--- config.mk ---
export PLATFORM = sky130hd
export DESIGN_NAME = wb_regfile_flat
export DESIGN_NICKNAME = d
export VERILOG_FILES = /design/src/rtl/wb_regfile_if.sv /design/src/rtl/wb_regfile.sv /design/src/flat_wrapper.sv
export SDC_FILE = /design/constraint.sdc
export NUM_CORES = 2
export LEC_CHECK = 0
export CORE_MARGIN = 8
export CORE_UTILIZATION = 55
export DETAILED_ROUTE_END_ITERATION = 7
export MAX_ROUTING_LAYER = met4
export PLACE_DENSITY_LB_ADDON = 0.1
export SLEW_MARGIN = 20
export SYNTH_ARGS = -nofsm -noshare
export SYNTH_HDL_FRONTEND = slang
export SYNTH_SLANG_ARGS = --single-unit
--- constraint.sdc ---
create_clock -name clk -period 112.9 [get_ports clk]
set_input_delay 33.87 -clock clk [delete_from_list [all_inputs] [get_ports clk]]
set_output_delay 33.87 -clock clk [all_outputs]
set_load 0.1 [all_outputs]
--- src/rtl/wb_regfile_if.sv ---
// rtl/wb_regfile_if.sv - MEM/WB write-back, ID read-port and retire-trace signal bundle
interface wb_regfile_if #(
    parameter int DATA_W = 32,
    parameter int IA_W   = 8
);
    logic              wb_reg_write;
    logic [4:0]        wb_write_register;
    logic [1:0]        wb_memto_reg;
    logic [DATA_W-1:0] wb_alu_out;
    logic [DATA_W-1:0] wb_read_data;
    logic [DATA_W-1:0] wb_pc4;
    logic [IA_W-1:0]   wb_inst_addr;
    logic [DATA_W-1:0] wb_write_data;
    logic [4:0]        id_rs_addr;
    logic [4:0]        id_rt_addr;
    logic [DATA_W-1:0] id_rs_data;
    logic [DATA_W-1:0] id_rt_data;
    logic [31:0]       commit_count;
    logic              trace_ready;
    logic              trace_valid;
    logic [IA_W-1:0]   trace_inst_addr;
    logic [4:0]        trace_reg;
    logic [DATA_W-1:0] trace_data;
    logic              trace_overflow;

    modport master (
        output wb_reg_write, wb_write_register, wb_memto_reg, wb_alu_out, wb_read_data,
               wb_pc4, wb_inst_addr, id_rs_addr, id_rt_addr, trace_ready,
        input  wb_write_data, id_rs_data, id_rt_data, commit_count, trace_valid,
               trace_inst_addr, trace_reg, trace_data, trace_overflow
    );

    modport slave (
        input  wb_reg_write, wb_write_register, wb_memto_reg, wb_alu_out, wb_read_data,
               wb_pc4, wb_inst_addr, id_rs_addr, id_rt_addr, trace_ready,
        output wb_write_data, id_rs_data, id_rt_data, commit_count, trace_valid,
               trace_inst_addr, trace_reg, trace_data, trace_overflow
    );
endinterface

--- src/rtl/wb_regfile.sv ---
// rtl/wb_regfile.sv - write-back select, 32x32 GPR file with bypassed reads, commit counter
// Optional retire-trace FIFO enabled by defining RETIRE_TRACE_EN.
module wb_regfile #(
    parameter int DATA_W      = 32,
    parameter int IA_W        = 8,
    parameter int TRACE_DEPTH = 4
) (
    input  logic         clk,
    input  logic         reset,
    wb_regfile_if.slave  bus
);
    logic [DATA_W-1:0] wb_data;
    logic              commit;
    logic [DATA_W-1:0] gpr_q [32];
    logic [DATA_W-1:0] gpr_d [32];
    logic [31:0]       commit_count_q;
    logic [31:0]       commit_count_d;

    always_comb begin
        wb_data = bus.wb_alu_out;
        case (bus.wb_memto_reg)
            2'b01:   wb_data = bus.wb_read_data;
            2'b10:   wb_data = bus.wb_pc4;
            default: wb_data = bus.wb_alu_out;
        endcase
    end

    assign commit            = bus.wb_reg_write && (bus.wb_write_register != 5'd0);
    assign bus.wb_write_data = wb_data;
    assign bus.commit_count  = commit_count_q;

    always_comb begin
        gpr_d          = gpr_q;
        commit_count_d = commit_count_q;
        if (commit) begin
            gpr_d[bus.wb_write_register] = wb_data;
            commit_count_d               = commit_count_q + 32'd1;
        end
    end

    always_ff @(posedge clk or posedge reset) begin
        if (reset) begin
            gpr_q          <= '{default: '0};
            commit_count_q <= '0;
        end else begin
            gpr_q          <= gpr_d;
            commit_count_q <= commit_count_d;
        end
    end

    // Bypass gives the ID stage the value being written this cycle (write-before-read).
    always_comb begin
        bus.id_rs_data = gpr_q[bus.id_rs_addr];
        if (bus.id_rs_addr == 5'd0)
            bus.id_rs_data = '0;
        else if (commit && (bus.id_rs_addr == bus.wb_write_register))
            bus.id_rs_data = wb_data;
    end

    always_comb begin
        bus.id_rt_data = gpr_q[bus.id_rt_addr];
        if (bus.id_rt_addr == 5'd0)
            bus.id_rt_data = '0;
        else if (commit && (bus.id_rt_addr == bus.wb_write_register))
            bus.id_rt_data = wb_data;
    end

`ifdef RETIRE_TRACE_EN
    localparam int PTR_W = (TRACE_DEPTH > 1) ? $clog2(TRACE_DEPTH) : 1;

    typedef struct packed {
        logic [IA_W-1:0]   tag;
        logic [4:0]        rd;
        logic [DATA_W-1:0] data;
    } trace_t;

    trace_t           fifo_q [TRACE_DEPTH];
    trace_t           fifo_d [TRACE_DEPTH];
    logic [PTR_W-1:0] wr_ptr_q, wr_ptr_d;
    logic [PTR_W-1:0] rd_ptr_q, rd_ptr_d;
    logic [PTR_W:0]   count_q, count_d;
    logic             overflow_q, overflow_d;
    logic             full, empty, push, pop;

    assign empty = (count_q == '0);
    assign full  = (count_q == (PTR_W+1)'(TRACE_DEPTH));
    assign pop   = !empty && bus.trace_ready;
    // A full FIFO still accepts a push when the head leaves in the same cycle.
    assign push  = commit && (!full || pop);

    always_comb begin
        fifo_d     = fifo_q;
        wr_ptr_d   = wr_ptr_q;
        rd_ptr_d   = rd_ptr_q;
        count_d    = count_q;
        overflow_d = overflow_q || (commit && full && !pop);
        if (push) begin
            fifo_d[wr_ptr_q] = '{tag: bus.wb_inst_addr, rd: bus.wb_write_register, data: wb_data};
            wr_ptr_d         = wr_ptr_q + PTR_W'(1);
        end
        if (pop)
            rd_ptr_d = rd_ptr_q + PTR_W'(1);
        if (push && !pop)
            count_d = count_q + (PTR_W+1)'(1);
        else if (pop && !push)
            count_d = count_q - (PTR_W+1)'(1);
    end

    always_ff @(posedge clk or posedge reset) begin
        if (reset) begin
            fifo_q     <= '{default: '0};
            wr_ptr_q   <= '0;
            rd_ptr_q   <= '0;
            count_q    <= '0;
            overflow_q <= 1'b0;
        end else begin
            fifo_q     <= fifo_d;
            wr_ptr_q   <= wr_ptr_d;
            rd_ptr_q   <= rd_ptr_d;
            count_q    <= count_d;
            overflow_q <= overflow_d;
        end
    end

    // Head fields read as zero while empty so stale entries never leak out.
    assign bus.trace_valid     = !empty;
    assign bus.trace_inst_addr = empty ? '0 : fifo_q[rd_ptr_q].tag;
    assign bus.trace_reg       = empty ? '0 : fifo_q[rd_ptr_q].rd;
    assign bus.trace_data      = empty ? '0 : fifo_q[rd_ptr_q].data;
    assign bus.trace_overflow  = overflow_q;
`else
    logic unused_trace;

    assign unused_trace        = ^{bus.trace_ready, bus.wb_inst_addr, TRACE_DEPTH[0]};
    assign bus.trace_valid     = 1'b0;
    assign bus.trace_inst_addr = '0;
    assign bus.trace_reg       = '0;
    assign bus.trace_data      = '0;
    assign bus.trace_overflow  = 1'b0;
`endif
endmodule
--- src/flat_wrapper.sv ---
// flat-port wrapper written by rule: the top's interface ports become plain ports
module wb_regfile_flat 
#(
    parameter int DATA_W      = 32,
    parameter int IA_W        = 8,
    parameter int TRACE_DEPTH = 4
)
  (clk, reset, bus_wb_reg_write, bus_wb_write_register, bus_wb_memto_reg, bus_wb_alu_out, bus_wb_read_data, bus_wb_pc4, bus_wb_inst_addr, bus_id_rs_addr, bus_id_rt_addr, bus_trace_ready, bus_wb_write_data, bus_id_rs_data, bus_id_rt_data, bus_commit_count, bus_trace_valid, bus_trace_inst_addr, bus_trace_reg, bus_trace_data, bus_trace_overflow);
  wb_regfile_if #(.DATA_W(DATA_W), .IA_W(IA_W)) bus_i ();
  input  logic clk;
  input  logic reset;
  input wire logic [$bits(bus_i.wb_reg_write)-1:0] bus_wb_reg_write;
  input wire logic [$bits(bus_i.wb_write_register)-1:0] bus_wb_write_register;
  input wire logic [$bits(bus_i.wb_memto_reg)-1:0] bus_wb_memto_reg;
  input wire logic [$bits(bus_i.wb_alu_out)-1:0] bus_wb_alu_out;
  input wire logic [$bits(bus_i.wb_read_data)-1:0] bus_wb_read_data;
  input wire logic [$bits(bus_i.wb_pc4)-1:0] bus_wb_pc4;
  input wire logic [$bits(bus_i.wb_inst_addr)-1:0] bus_wb_inst_addr;
  input wire logic [$bits(bus_i.id_rs_addr)-1:0] bus_id_rs_addr;
  input wire logic [$bits(bus_i.id_rt_addr)-1:0] bus_id_rt_addr;
  input wire logic [$bits(bus_i.trace_ready)-1:0] bus_trace_ready;
  output wire logic [$bits(bus_i.wb_write_data)-1:0] bus_wb_write_data;
  output wire logic [$bits(bus_i.id_rs_data)-1:0] bus_id_rs_data;
  output wire logic [$bits(bus_i.id_rt_data)-1:0] bus_id_rt_data;
  output wire logic [$bits(bus_i.commit_count)-1:0] bus_commit_count;
  output wire logic [$bits(bus_i.trace_valid)-1:0] bus_trace_valid;
  output wire logic [$bits(bus_i.trace_inst_addr)-1:0] bus_trace_inst_addr;
  output wire logic [$bits(bus_i.trace_reg)-1:0] bus_trace_reg;
  output wire logic [$bits(bus_i.trace_data)-1:0] bus_trace_data;
  output wire logic [$bits(bus_i.trace_overflow)-1:0] bus_trace_overflow;
  assign bus_i.wb_reg_write = bus_wb_reg_write;
  assign bus_i.wb_write_register = bus_wb_write_register;
  assign bus_i.wb_memto_reg = bus_wb_memto_reg;
  assign bus_i.wb_alu_out = bus_wb_alu_out;
  assign bus_i.wb_read_data = bus_wb_read_data;
  assign bus_i.wb_pc4 = bus_wb_pc4;
  assign bus_i.wb_inst_addr = bus_wb_inst_addr;
  assign bus_i.id_rs_addr = bus_id_rs_addr;
  assign bus_i.id_rt_addr = bus_id_rt_addr;
  assign bus_i.trace_ready = bus_trace_ready;
  assign bus_wb_write_data = bus_i.wb_write_data;
  assign bus_id_rs_data = bus_i.id_rs_data;
  assign bus_id_rt_data = bus_i.id_rt_data;
  assign bus_commit_count = bus_i.commit_count;
  assign bus_trace_valid = bus_i.trace_valid;
  assign bus_trace_inst_addr = bus_i.trace_inst_addr;
  assign bus_trace_reg = bus_i.trace_reg;
  assign bus_trace_data = bus_i.trace_data;
  assign bus_trace_overflow = bus_i.trace_overflow;
  wb_regfile #(.DATA_W(DATA_W), .IA_W(IA_W), .TRACE_DEPTH(TRACE_DEPTH)) u_core (.clk(clk), .reset(reset), .bus(bus_i));
endmodule
==> impl_metrics.csv <==
group,metric,value,unit
cts,root_buffer,"clkbuf_16",
floorplan,rows,117,
floorplan,die_x,335,um
detailed_routing,antenna_left,0,
synthesis,synth_top_family_by_area,"multiplexers",
floorplan,die_y,335,um
synthesis,syn_area,0.0560,sq mm
cts,cts_tree,"done",
placement,gp_congestion,0.836,
detailed_routing,drt-total-wl,190000,um
layout,multi_input_area,0.0271,sq mm
synthesis,synth_fa_ha_area_share,0.0670,%
timing,hold_viol,0,
worst_setup_path,crit_chain,"buf_8 > buf_4 > buf_4 > mux2i_1 > a221oi_2 > o21ai_1 > a211o_1 > a221oi_2 > clkdlybuf4s50_1",
global_routing,grt.overflow.total,0,
global_routing,grt_max_degree,170,
worst_setup_path,worstPathMaxFanout,52,
timing,slew_headroom,20.4,%
worst_setup_path,crit_family,"buffers and inverters",
timing,timing.fmax,13.7,MHz
synthesis,syn_avg_cell_area,11.0,sq um
worst_setup_path,cp_slowest_cell,"clkdlybuf4s50_1",
synthesis,synthArstFlopShare,100,%
detailed_routing,remaining_drc_errors,0,
timing,hold-worst-slack,0.391,ns
layout,regArea,0.0264,sq mm
detailed_routing,first_pass_iters,6,
synthesis,ys_ff_latch,1056,
synthesis,yosys_warnings,0,
floorplan,dieArea,0.112,sq mm
cts,post-cts-setup-buffers,0,
cts,cts_resized,0,
worst_setup_path,reg2reg_to,"u_core.bus.commit_count[29]",
status,status,"complete, no violations",
floorplan,initial_core_util,55.2,%
job,drv_cap,0,
floorplan,coreArea,0.101,sq mm
timing,finalSetupViolCount,0,
synthesis,synth_edf_count,0,
timing,grt_setup_unrepaired,"no",
detailed_routing,wl_per_cell,29.4,um
synthesis,synthSimpleGateAreaFrac,8.85,%
layout,nNetsFinal,5128,
layout,num-fill-cells,8283,
synthesis,synthMuxAreaShare,24.4,%
synthesis,synth_compound_area_share,13.3,%
cts,clock_sinks,1056,
power_and_ir_drop,ir_drop,12.2,uV
hold_path,min_to,"u_core.gpr_q[1013]",
timing,finClkSkew,0.00609,ns
timing,report.final.slew_viol_count,0,
detailed_routing,viasPerCell,6.58,
worst_setup_path,start_kind,"input port",
timing,finalCritPeriodShare,64.4,%
cts,clk_path_buf_depth,3,
global_routing,grt_pass1_vias,41800,
detailed_routing,num_vias,42500,
worst_setup_path,cpPeakStageDelay,1.27,ns
cts,path_clk_slew,0.05,ns
worst_setup_path,worstReg2RegStart,"u_core.bus.commit_count[2]",
worst_setup_path,critical_path_depth,9,
placement,io_buffers,243,
cts,clk_latency,0.68,ns
synthesis,seq_area_frac_synth,47.2,%
worst_setup_path,path_buf_inv,4,
power_and_ir_drop,power_density,18.2,mW/mm^2
layout,area_delta_synth_final,11.6,%
global_routing,antenna_found_initial,5,
worst_setup_path,required,79.03,ns
worst_setup_path,worstSetupPathType,"input port to output pin",
synthesis,ys.flop_type,"dfrtp_1",
timing,tightest_slew,1.19,ns
synthesis,synth_cell_types,59,
floorplan,io_pins,300,
timing,tns,0,ns
cts,cts_made_buffers,113,
global_routing,grt_usage,34.6,%
timing,fin_crit,72.76,ns
hold_path,hp-class,"flop to flop",
layout,layout-drive-gt1-share,17.2,%
synthesis,netlist_instances,5074,
hold_path,hold_depth,0,
placement,dp_hpwl,106000,um
worst_setup_path,reg2reg_slack,110.73,ns
detailed_routing,drtIter0Drc,4698,
worst_setup_path,ff2ff_path_depth,5,
cts,htreeDepth,3,
worst_setup_path,crit_arrival,38.89,ns
global_routing,grt_pass1_wl,281000,um
worst_setup_path,cp-end-kind,"output pin",
cts,cts_hold_buf,0,
hold_path,holdCritStartpoint,"u_core.gpr_q[1013]",
power_and_ir_drop,p_leak,27.1,nW
synthesis,synth-xor-area-share,0.641,%
-- layout by cell type, fill, tap and decap left out, drive strengths merged, types with 50 or more instances in the layout --
cell type / Yosys / layout
nor2: 67 / 67
o22ai: 50 / 50
mux4: 486 / 486
mux2i: 259 / 259
dfrtp: 1056 / 1056
clkdlybuf4s50: 0 / 233
inv: 46 / 53
nand2: 1074 / 1074
buf: 202 / 115
clkbuf: 381 / 172
o21ai: 1032 / 1032
a221oi: 55 / 55
-- cell usage after synthesis, types with 4 or more instances --
cell type	n	area, sq um
buf_6	33	372
mux4_2	486	10900
a221oi_2	8	120
nand3_1	34	170
o22ai_1	50	313
a221o_1	21	210
nor2b_1	5	31.3
a221oi_1	47	412
o21ai_1	4	20.0
buf_8	4	60.1
a22oi_1	43	323
inv_1	46	173
nand4_1	15	93.8
o31ai_1	4	30.0
buf_1	23	86.3
mux2_2	12	135
nand2_1	1074	4030
o21ai_0	1028	5140
and4_1	5	43.8
dfrtp_1	1056	26400
mux2i_1	259	2590
a211o_1	7	61.3
a211oi_1	42	315
nor2_1	67	251
xor2_1	11	96.3
a21oi_1	47	235
clkbuf_1	381	1430
and2_1	4	25.0
xnor2_1	30	263
buf_2	59	295
nor3_1	16	80.1
nand2b_1	7	43.8
buf_4	80	601
o21a_1	17	128
-- where the power goes --
| part | switching, mW | leakage, nW | internal, mW | total, mW |
|---|---|---|---|---|
| Clock | 0.159 | 1.87 | 0.223 | 0.381 |
| Combinational | 0.163 | 11.2 | 0.107 | 0.270 |
| Sequential | 0.0475 | 14.0 | 0.441 | 0.489 |
| Total | 0.369 | 27.1 | 0.771 | 1.14 |
-- worst max-delay path by stage --
| stage | startpoint | to | slack, ns |
|---|---|---|---|
| floorplan | bus_id_rt_addr[4] | bus_id_rt_data[30] | 41.53 |
| global placement | bus_id_rs_addr[0] | bus_id_rs_data[25] | 40.13 |
| detailed placement | bus_id_rs_addr[0] | bus_id_rs_data[25] | 40.15 |
| CTS | bus_id_rs_addr[0] | bus_id_rs_data[25] | 40.14 |
| global route | bus_id_rs_addr[0] | bus_id_rs_data[25] | 39.90 |
| finish | bus_id_rs_addr[0] | bus_id_rs_data[25] | 40.14 |
-- worst register-to-register path: cells and delay by family, from the launching register on --
family	cells	cell delay (ns)
compound gates	1	0.52
flops	1	0.47
xor+xnor	1	0.18
simple gates	3	0.93
-- area by class of cell --
cell class | instances | share of cell area (%)
repair buffers | 348 | 5.20
well taps | 1368 | 2.74
multi-input cells | 3433 | 43.4
diodes | 4 | 0.0160
inverters | 48 | 0.308
clock buffers | 172 | 5.37
flip-flops and latches | 1056 | 42.3
clock inverters | 36 | 0.690
-- kinds of logic after synthesis --
group	after synthesis
and+or+nand+nor	1251
xor gates and xnor gates	41
adders and majority gates	3
muxes	757
other	1
buffers and inverters	631
DFF	1056
AOI/OAI and AO/OA	1334
-- state kept, by name, summed over array words and instances, names as in the netlist --
signal,count
u_core.bus.commit_count,32
u_core.gpr_q,1024
-- stage by stage --
stage	power (mW)	std cells	instance area [sq um]	setup WS (ns)	util, %
after floorplan	0.690	5120	56200	41.53	-
after global placement	0.752	6253	58700	40.13	57.8
after detailed placement	0.762	6253	58700	40.15	57.8
after CTS	1.14	6461	62500	40.14	61.6
after global routing	1.19	6463	62500	39.90	61.6
final	1.14	6465	62500	40.14	61.6
-- per-layer routing --
metal  track usage, %  wire, um  up-vias
met1             47.6     77100    21600
met5                -         0        -
met3             8.25     20300      471
li1                 -         -    18200
met4             13.3      7940        0
met2             50.2     84700     2277
Power figures use the tool's default switching activity.
